$ cat config.mk
export PLATFORM = sky130hd
export DESIGN_NAME = reg_rename_file
export DESIGN_NICKNAME = d
export VERILOG_FILES = /design/src/rtl/reg_rename_file_pkg.sv /design/src/rtl/reg_rename_lookup.sv /design/src/rtl/reg_rename_file.sv
export SDC_FILE = /design/constraint.sdc
export NUM_CORES = 2
export LEC_CHECK = 0
export CORE_ASPECT_RATIO = 0.9
export CORE_MARGIN = 3
export CORE_UTILIZATION = 35
export CTS_CLUSTER_SIZE = 20
export DETAILED_ROUTE_END_ITERATION = 12
export GPL_TIMING_DRIVEN = 0
export PLACE_DENSITY_LB_ADDON = 0.12
export SKIP_CTS_REPAIR_TIMING = 1
export SLEW_MARGIN = 20
export SYNTH_ARGS = -nofsm -noshare
export SYNTH_HDL_FRONTEND = slang
export SYNTH_SLANG_ARGS = --single-unit
export TNS_END_PERCENT = 50
$ cat constraint.sdc
create_clock -name clk -period 11.2 [get_ports clk]
set_clock_uncertainty 0.15 [all_clocks]
set_input_delay 1.68 -clock clk [delete_from_list [all_inputs] [get_ports clk]]
set_output_delay 1.68 -clock clk [all_outputs]
set_load 0.05 [all_outputs]
$ cat src/rtl/reg_rename_file_pkg.sv
// ============================================================================
// reg_rename_file_pkg : shared widths and tag constants for the rename file
// Revision 1.0
// ============================================================================
`default_nettype none

package reg_rename_file_pkg;
  localparam int XLEN  = 32;
  localparam int NREG  = 32;
  localparam int REG_W = 5;
  localparam int TAG_W = 4;
  localparam logic [TAG_W-1:0] TAG_NONE = '0;
endpackage

`default_nettype wire

$ cat src/rtl/reg_rename_lookup.sv
// ============================================================================
// reg_rename_lookup : one source-operand read port with commit bypass
// Revision 1.0
// ============================================================================
`default_nettype none

module reg_rename_lookup
  import reg_rename_file_pkg::*;
#(
  parameter int XLEN  = 32,
  parameter int REG_W = 5,
  parameter int TAG_W = 4
) (
  input  logic [REG_W-1:0] i_addr,
  input  logic             i_busy,
  input  logic [TAG_W-1:0] i_tag,
  input  logic [XLEN-1:0]  i_data,
  input  logic             i_cmt_valid,
  input  logic [REG_W-1:0] i_cmt_rd,
  input  logic [TAG_W-1:0] i_cmt_tag,
  input  logic [XLEN-1:0]  i_cmt_data,
  output logic [XLEN-1:0]  o_val,
  output logic [TAG_W-1:0] o_tag
);

  always_comb begin
    o_val = '0;
    o_tag = TAG_W'(TAG_NONE);
    if (i_addr == '0) begin
      o_val = '0;
    end else if (i_busy && i_cmt_valid && (i_cmt_rd == i_addr) && (i_cmt_tag == i_tag)) begin
      // The producer is retiring right now: forward its result.
      o_val = i_cmt_data;
    end else if (i_busy) begin
      o_tag = i_tag;
    end else begin
      o_val = i_data;
    end
  end

endmodule

`default_nettype wire

$ cat src/rtl/reg_rename_file.sv
// ============================================================================
// reg_rename_file : architectural register file with rename status table
// Revision 1.0
// ============================================================================
`default_nettype none

module reg_rename_file #(
  parameter int XLEN  = reg_rename_file_pkg::XLEN,
  parameter int NREG  = reg_rename_file_pkg::NREG,
  parameter int REG_W = reg_rename_file_pkg::REG_W,
  parameter int TAG_W = reg_rename_file_pkg::TAG_W,
  parameter int NSRC  = 2
) (
  input  logic                  clk,
  input  logic                  rst,
  input  logic                  rdy,
  input  logic                  ren_valid,
  input  logic [REG_W-1:0]      ren_rd,
  input  logic [TAG_W-1:0]      ren_tag,
  input  logic [NSRC*REG_W-1:0] src_addr,
  output logic [NSRC*XLEN-1:0]  src_val,
  output logic [NSRC*TAG_W-1:0] src_tag,
  input  logic                  cmt_valid,
  input  logic [REG_W-1:0]      cmt_rd,
  input  logic [TAG_W-1:0]      cmt_tag,
  input  logic [XLEN-1:0]       cmt_data,
  input  logic                  flush,
  output logic [REG_W:0]        busy_cnt
);
  import reg_rename_file_pkg::*;

  localparam int CNT_W = REG_W + 1;

  logic [XLEN-1:0]  r_data [NREG];
  logic [TAG_W-1:0] r_tag  [NREG];
  logic [NREG-1:0]  r_busy;
  logic [CNT_W-1:0] r_busy_cnt;

  logic             w_cmt_wr;
  logic             w_clr;
  logic             w_ren;
  logic             w_inc;
  logic             w_dec;
  logic [CNT_W-1:0] w_cnt_next;

  assign w_cmt_wr = cmt_valid && (cmt_rd != '0);
  assign w_clr    = w_cmt_wr && r_busy[cmt_rd] && (r_tag[cmt_rd] == cmt_tag);
  assign w_ren    = ren_valid && (ren_rd != '0) && !flush;
  // A clear cancelled by a same-register rename leaves the count untouched.
  assign w_inc    = w_ren && !r_busy[ren_rd];
  assign w_dec    = w_clr && !(w_ren && (ren_rd == cmt_rd));

  always_comb begin
    w_cnt_next = r_busy_cnt;
    if (w_inc && !w_dec) begin
      w_cnt_next = r_busy_cnt + CNT_W'(1);
    end else if (w_dec && !w_inc) begin
      w_cnt_next = r_busy_cnt - CNT_W'(1);
    end
  end

  always_ff @(posedge clk) begin
    if (!rst) begin
      for (int i = 0; i < NREG; i++) begin
        r_data[i] <= '0;
        r_tag[i]  <= TAG_W'(TAG_NONE);
      end
      r_busy     <= '0;
      r_busy_cnt <= '0;
    end else if (rdy) begin
      if (w_cmt_wr) begin
        r_data[cmt_rd] <= cmt_data;
      end
      if (flush) begin
        for (int i = 0; i < NREG; i++) begin
          r_tag[i] <= TAG_W'(TAG_NONE);
        end
        r_busy     <= '0;
        r_busy_cnt <= '0;
      end else begin
        if (w_clr) begin
          r_busy[cmt_rd] <= 1'b0;
          r_tag[cmt_rd]  <= TAG_W'(TAG_NONE);
        end
        // Rename follows the clear so it wins on the same register.
        if (w_ren) begin
          r_busy[ren_rd] <= 1'b1;
          r_tag[ren_rd]  <= ren_tag;
        end
        r_busy_cnt <= w_cnt_next;
      end
    end
  end

  assign busy_cnt = r_busy_cnt;

  for (genvar k = 0; k < NSRC; k++) begin : g_src
    logic [REG_W-1:0] w_addr;
    assign w_addr = src_addr[k*REG_W +: REG_W];

    reg_rename_lookup #(
      .XLEN  (XLEN),
      .REG_W (REG_W),
      .TAG_W (TAG_W)
    ) u_lookup (
      .i_addr      (w_addr),
      .i_busy      (r_busy[w_addr]),
      .i_tag       (r_tag[w_addr]),
      .i_data      (r_data[w_addr]),
      .i_cmt_valid (cmt_valid),
      .i_cmt_rd    (cmt_rd),
      .i_cmt_tag   (cmt_tag),
      .i_cmt_data  (cmt_data),
      .o_val       (src_val[k*XLEN +: XLEN]),
      .o_tag       (src_tag[k*TAG_W +: TAG_W])
    );
  end

endmodule

`default_nettype wire

==> results.sh <==
export IMPL_totalPowerFinal_uw=11600
export IMPL_synth_distinct_cells=63
export IMPL_gr_total_overflow=0
export IMPL_path_cells="clkdlybuf4s50_1 > buf_1 > clkbuf_1 > clkbuf_1 > mux4_2 > mux2i_1 > o2bb2ai_1 > clkdlybuf4s50_1"
export IMPL_path_class="input port to primary output"
export IMPL_grt_max_degree=21
export IMPL_htreeDepth=4
export IMPL_startpoint="src_addr[8]"
export IMPL_grt_antenna_before_repair=26
export IMPL_relSlewSlack_pct=16.2
export IMPL_synthArstFlopShare_pct=0
export IMPL_synth_warnings=0
export IMPL_min_period_ns=9.14
export IMPL_whs_path_depth=2
export IMPL_clk_latency_ns=0.80
export IMPL_multi_input_area_mm2=0.0291
export IMPL_reg2reg_from="r_tag[26][2]$_SDFFCE_PN0P_"
export IMPL_dp_cells=6917
export IMPL_slowest_stage="clkbuf_1"
export IMPL_avgRoutedWirePerCell_um=37.7
export IMPL_pre_cts_slack_ns=2.18
export IMPL_clkTransAtPathRegs_ns=0.05
export IMPL_avgSynthCellArea_um2=15.8
export IMPL_crit_path_max_fanout=10
export IMPL_peakVddDrop_mv=0.111
export IMPL_critPathBufInv=5
export IMPL_finalNonFillerCells=7191
export IMPL_fmax_ghz=0.109
export IMPL_required_ns=9.37
export IMPL_synth_edff_count=1152
export IMPL_setup_viol=0
export IMPL_worstPathArrival_ns=7.31
export IMPL_status="complete, no violations"
export IMPL_nets=4627
export IMPL_wl_um=271000
export IMPL_grtUsageTotal_pct=27.8
export IMPL_critPathTopFamily="buffers and inverters"
export IMPL_vias=43225
export IMPL_worst_pin_slew_ns=1.26
export IMPL_numPortBuffers=128
export IMPL_synthCells=4178
export IMPL_place_gp_congestion=0.960
export IMPL_rows=150
export IMPL_reg2reg_setup_slack_ns=6.09
export IMPL_cts_buffers=144
export IMPL_slew_viol_final=0
export IMPL_cts_sinks=1190
export IMPL_worstReg2RegEnd="busy_cnt[5]$_SDFFE_PN0P_"
export IMPL_cts_tree="done"
export IMPL_p_leak_uw=0.0263
export IMPL_ioPinCount=144
export IMPL_ctsLongestPathBuffers=3
export IMPL_drtPass1Iterations=8
export IMPL_min_path_type="flop to flop"
export IMPL_crit_path_max_incr_delay_ns=0.99
export IMPL_cap_violations=0
export IMPL_via_per_inst=6.01
export IMPL_die_w_um=463
export IMPL_hold_path_startpoint="busy_cnt[3]$_SDFFE_PN0P_"
export IMPL_yosysSeqAreaShare_pct=53.7
export IMPL_core_area_mm2=0.186
export IMPL_ys_ff_latch=1190
export IMPL_power_density_mw_per_mm2=150
export IMPL_register_area_mm2=0.0354
export IMPL_synth_top_flop_cell="edfxtp_1"
export IMPL_n_fill_cell=16902
export IMPL_tns_ns=0
export IMPL_cts_root_buf="clkbuf_16"
export IMPL_hold_violations=0
export IMPL_worst_slack_ns=2.06
export IMPL_grt_pass1_vias=42709
export IMPL_grt_pass1_wl_um=369000
export IMPL_drt_iter0_drc=6047
export IMPL_synth_largest_area_cell="edfxtp_1"
export IMPL_initial_core_util_pct=35.3
export IMPL_rr_worst_depth=14
export IMPL_drc=0
export IMPL_die_h_um=418
export IMPL_start_kind="input port"
export IMPL_die_area_mm2=0.193
export IMPL_critPathCaptureType="primary output"
export IMPL_drive_gt1_share_pct=25.9
export IMPL_synthTopCellsByArea="edfxtp_1, mux4_2, and2_1"
export IMPL_hold_path_endpoint="busy_cnt[3]$_SDFFE_PN0P_"
export IMPL_fin_crit_sh_pct=81.6
export IMPL_rsz0062_at_grt="no"
export IMPL_dp_hpwl_um=205000
export IMPL_netlist_area_mm2=0.0659
export IMPL_syn_to_final_growth_pct=17.1
export IMPL_synth_top_area_share_pct=52.5
export IMPL_antenna_left=0
## stage by stage
stage / hold WS (ns) / utilization [%] / instance area, um^2
CTS: 0.345 / 41.4 / 77100
detailed placement: 0.337 / 39.0 / 72700
global route: 0.386 / 41.4 / 77100
global placement: 0.337 / 37.8 / 70400
finish: 0.340 / 41.4 / 77200
floorplan: 0.315 / - / 66000
## synthesized netlist by cell type, drive strengths merged (2+ instances only)
| cell | n |
|---|---|
| a21o | 2 |
| a21oi | 8 |
| a22o | 2 |
| and2 | 1015 |
| and3 | 109 |
| and3b | 3 |
| buf | 121 |
| clkbuf | 343 |
| dfxtp | 38 |
| edfxtp | 1152 |
| ha | 4 |
| inv | 9 |
| mux2i | 151 |
| mux4 | 751 |
| nand2 | 108 |
| nand2b | 3 |
| nand3 | 4 |
| nand4 | 5 |
| nand4b | 4 |
| nor2 | 54 |
| nor2b | 3 |
| nor3 | 9 |
| nor3b | 7 |
| nor4 | 14 |
| o211ai | 63 |
| o21ai | 34 |
| o22ai | 40 |
| o2bb2ai | 64 |
| o32ai | 2 |
| or4 | 4 |
| or4b | 4 |
| or4bb | 5 |
| xnor2 | 9 |
| xor2 | 17 |
## worst min-delay path, stage by stage, from the launching register on
cell,delay [ns]
dfxtp_1,0.32
nand2_1,0.06
o22ai_1,0.06
## cells by family after synthesis
group                      count (synthesis)  share of synthesized area (%)
and+or+nand+nor                         1356                           12.4
DFF                                     1190                           53.7
muxes                                    903                           28.0
buffers and inverters                    473                           2.92
AOI/OAI and AO/OA                        224                           2.52
xor gates and xnor gates                  26                          0.346
adders and majority gates                  5                          0.106
other                                      1                        0.00569
## sequential cells by signal, summed over array words and instances, names as in the netlist
signal	count
r_data	1024
busy_cnt	6
r_busy	32
r_tag	128
## per-layer routing
| metal | vias up | share of wire [%] | track usage, % |
|---|---|---|---|
| met4 | 8 | 3.8 | 9.60 |
| met2 | 2255 | 46 | 43.4 |
| li1 | 17243 | - | - |
| met3 | 413 | 8.5 | 5.23 |
| met5 | - | 0.015 | 0 |
| met1 | 23306 | 42 | 39.2 |
## layout by cell type, fill, tap and decap left out, drive strengths merged, types with 5 or more instances in the layout
master	Yosys	final
nor3	9	9
clkbuf	343	535
mux4	751	751
bufinv	0	6
nor2	54	54
o211ai	63	63
mux2i	151	151
inv	9	18
nand2	108	108
o22ai	40	40
clkinvlp	0	6
and2	1015	1015
xor2	17	17
o21ai	34	34
edfxtp	1152	1152
xnor2	9	9
and3	109	109
clkinv	0	56
diode	0	7
clkdlybuf4s50	0	128
nor4	14	14
dfxtp	38	38
or4bb	5	5
nand4	5	5
conb	1	36
buf	121	187
a21oi	8	8
o2bb2ai	64	64
nor3b	7	7
## how the worst max path moves through the flow
stage,end,cells after the start
finish,src_val[32],8
global route,src_val[34],11
CTS,src_val[34],11
detailed placement,src_val[34],11
global placement,r_data[1][11]$_SDFFCE_PN0P_,9
floorplan,src_val[33],8
## cell type report
class                   count  share of cell area (%)
diodes                      7                  0.0227
plain buffers             464                    2.60
clock buffers             189                    4.94
clock inverters            77                   0.778
inverters                   9                  0.0470
multi-input cells        2550                    37.7
flip-flops and latches   1190                    45.8
well taps                2508                    4.07
repair buffers            197                    4.00
## report_power, final
group / total (uW) / leakage (uW) / switching (uW) / internal [uW]
combinational: 1800 / 0.0128 / 1060 / 736
clock: 4550 / 0.00214 / 2000 / 2550
sequential: 5240 / 0.0113 / 129 / 5110
(Power assumes the default switching activity.)
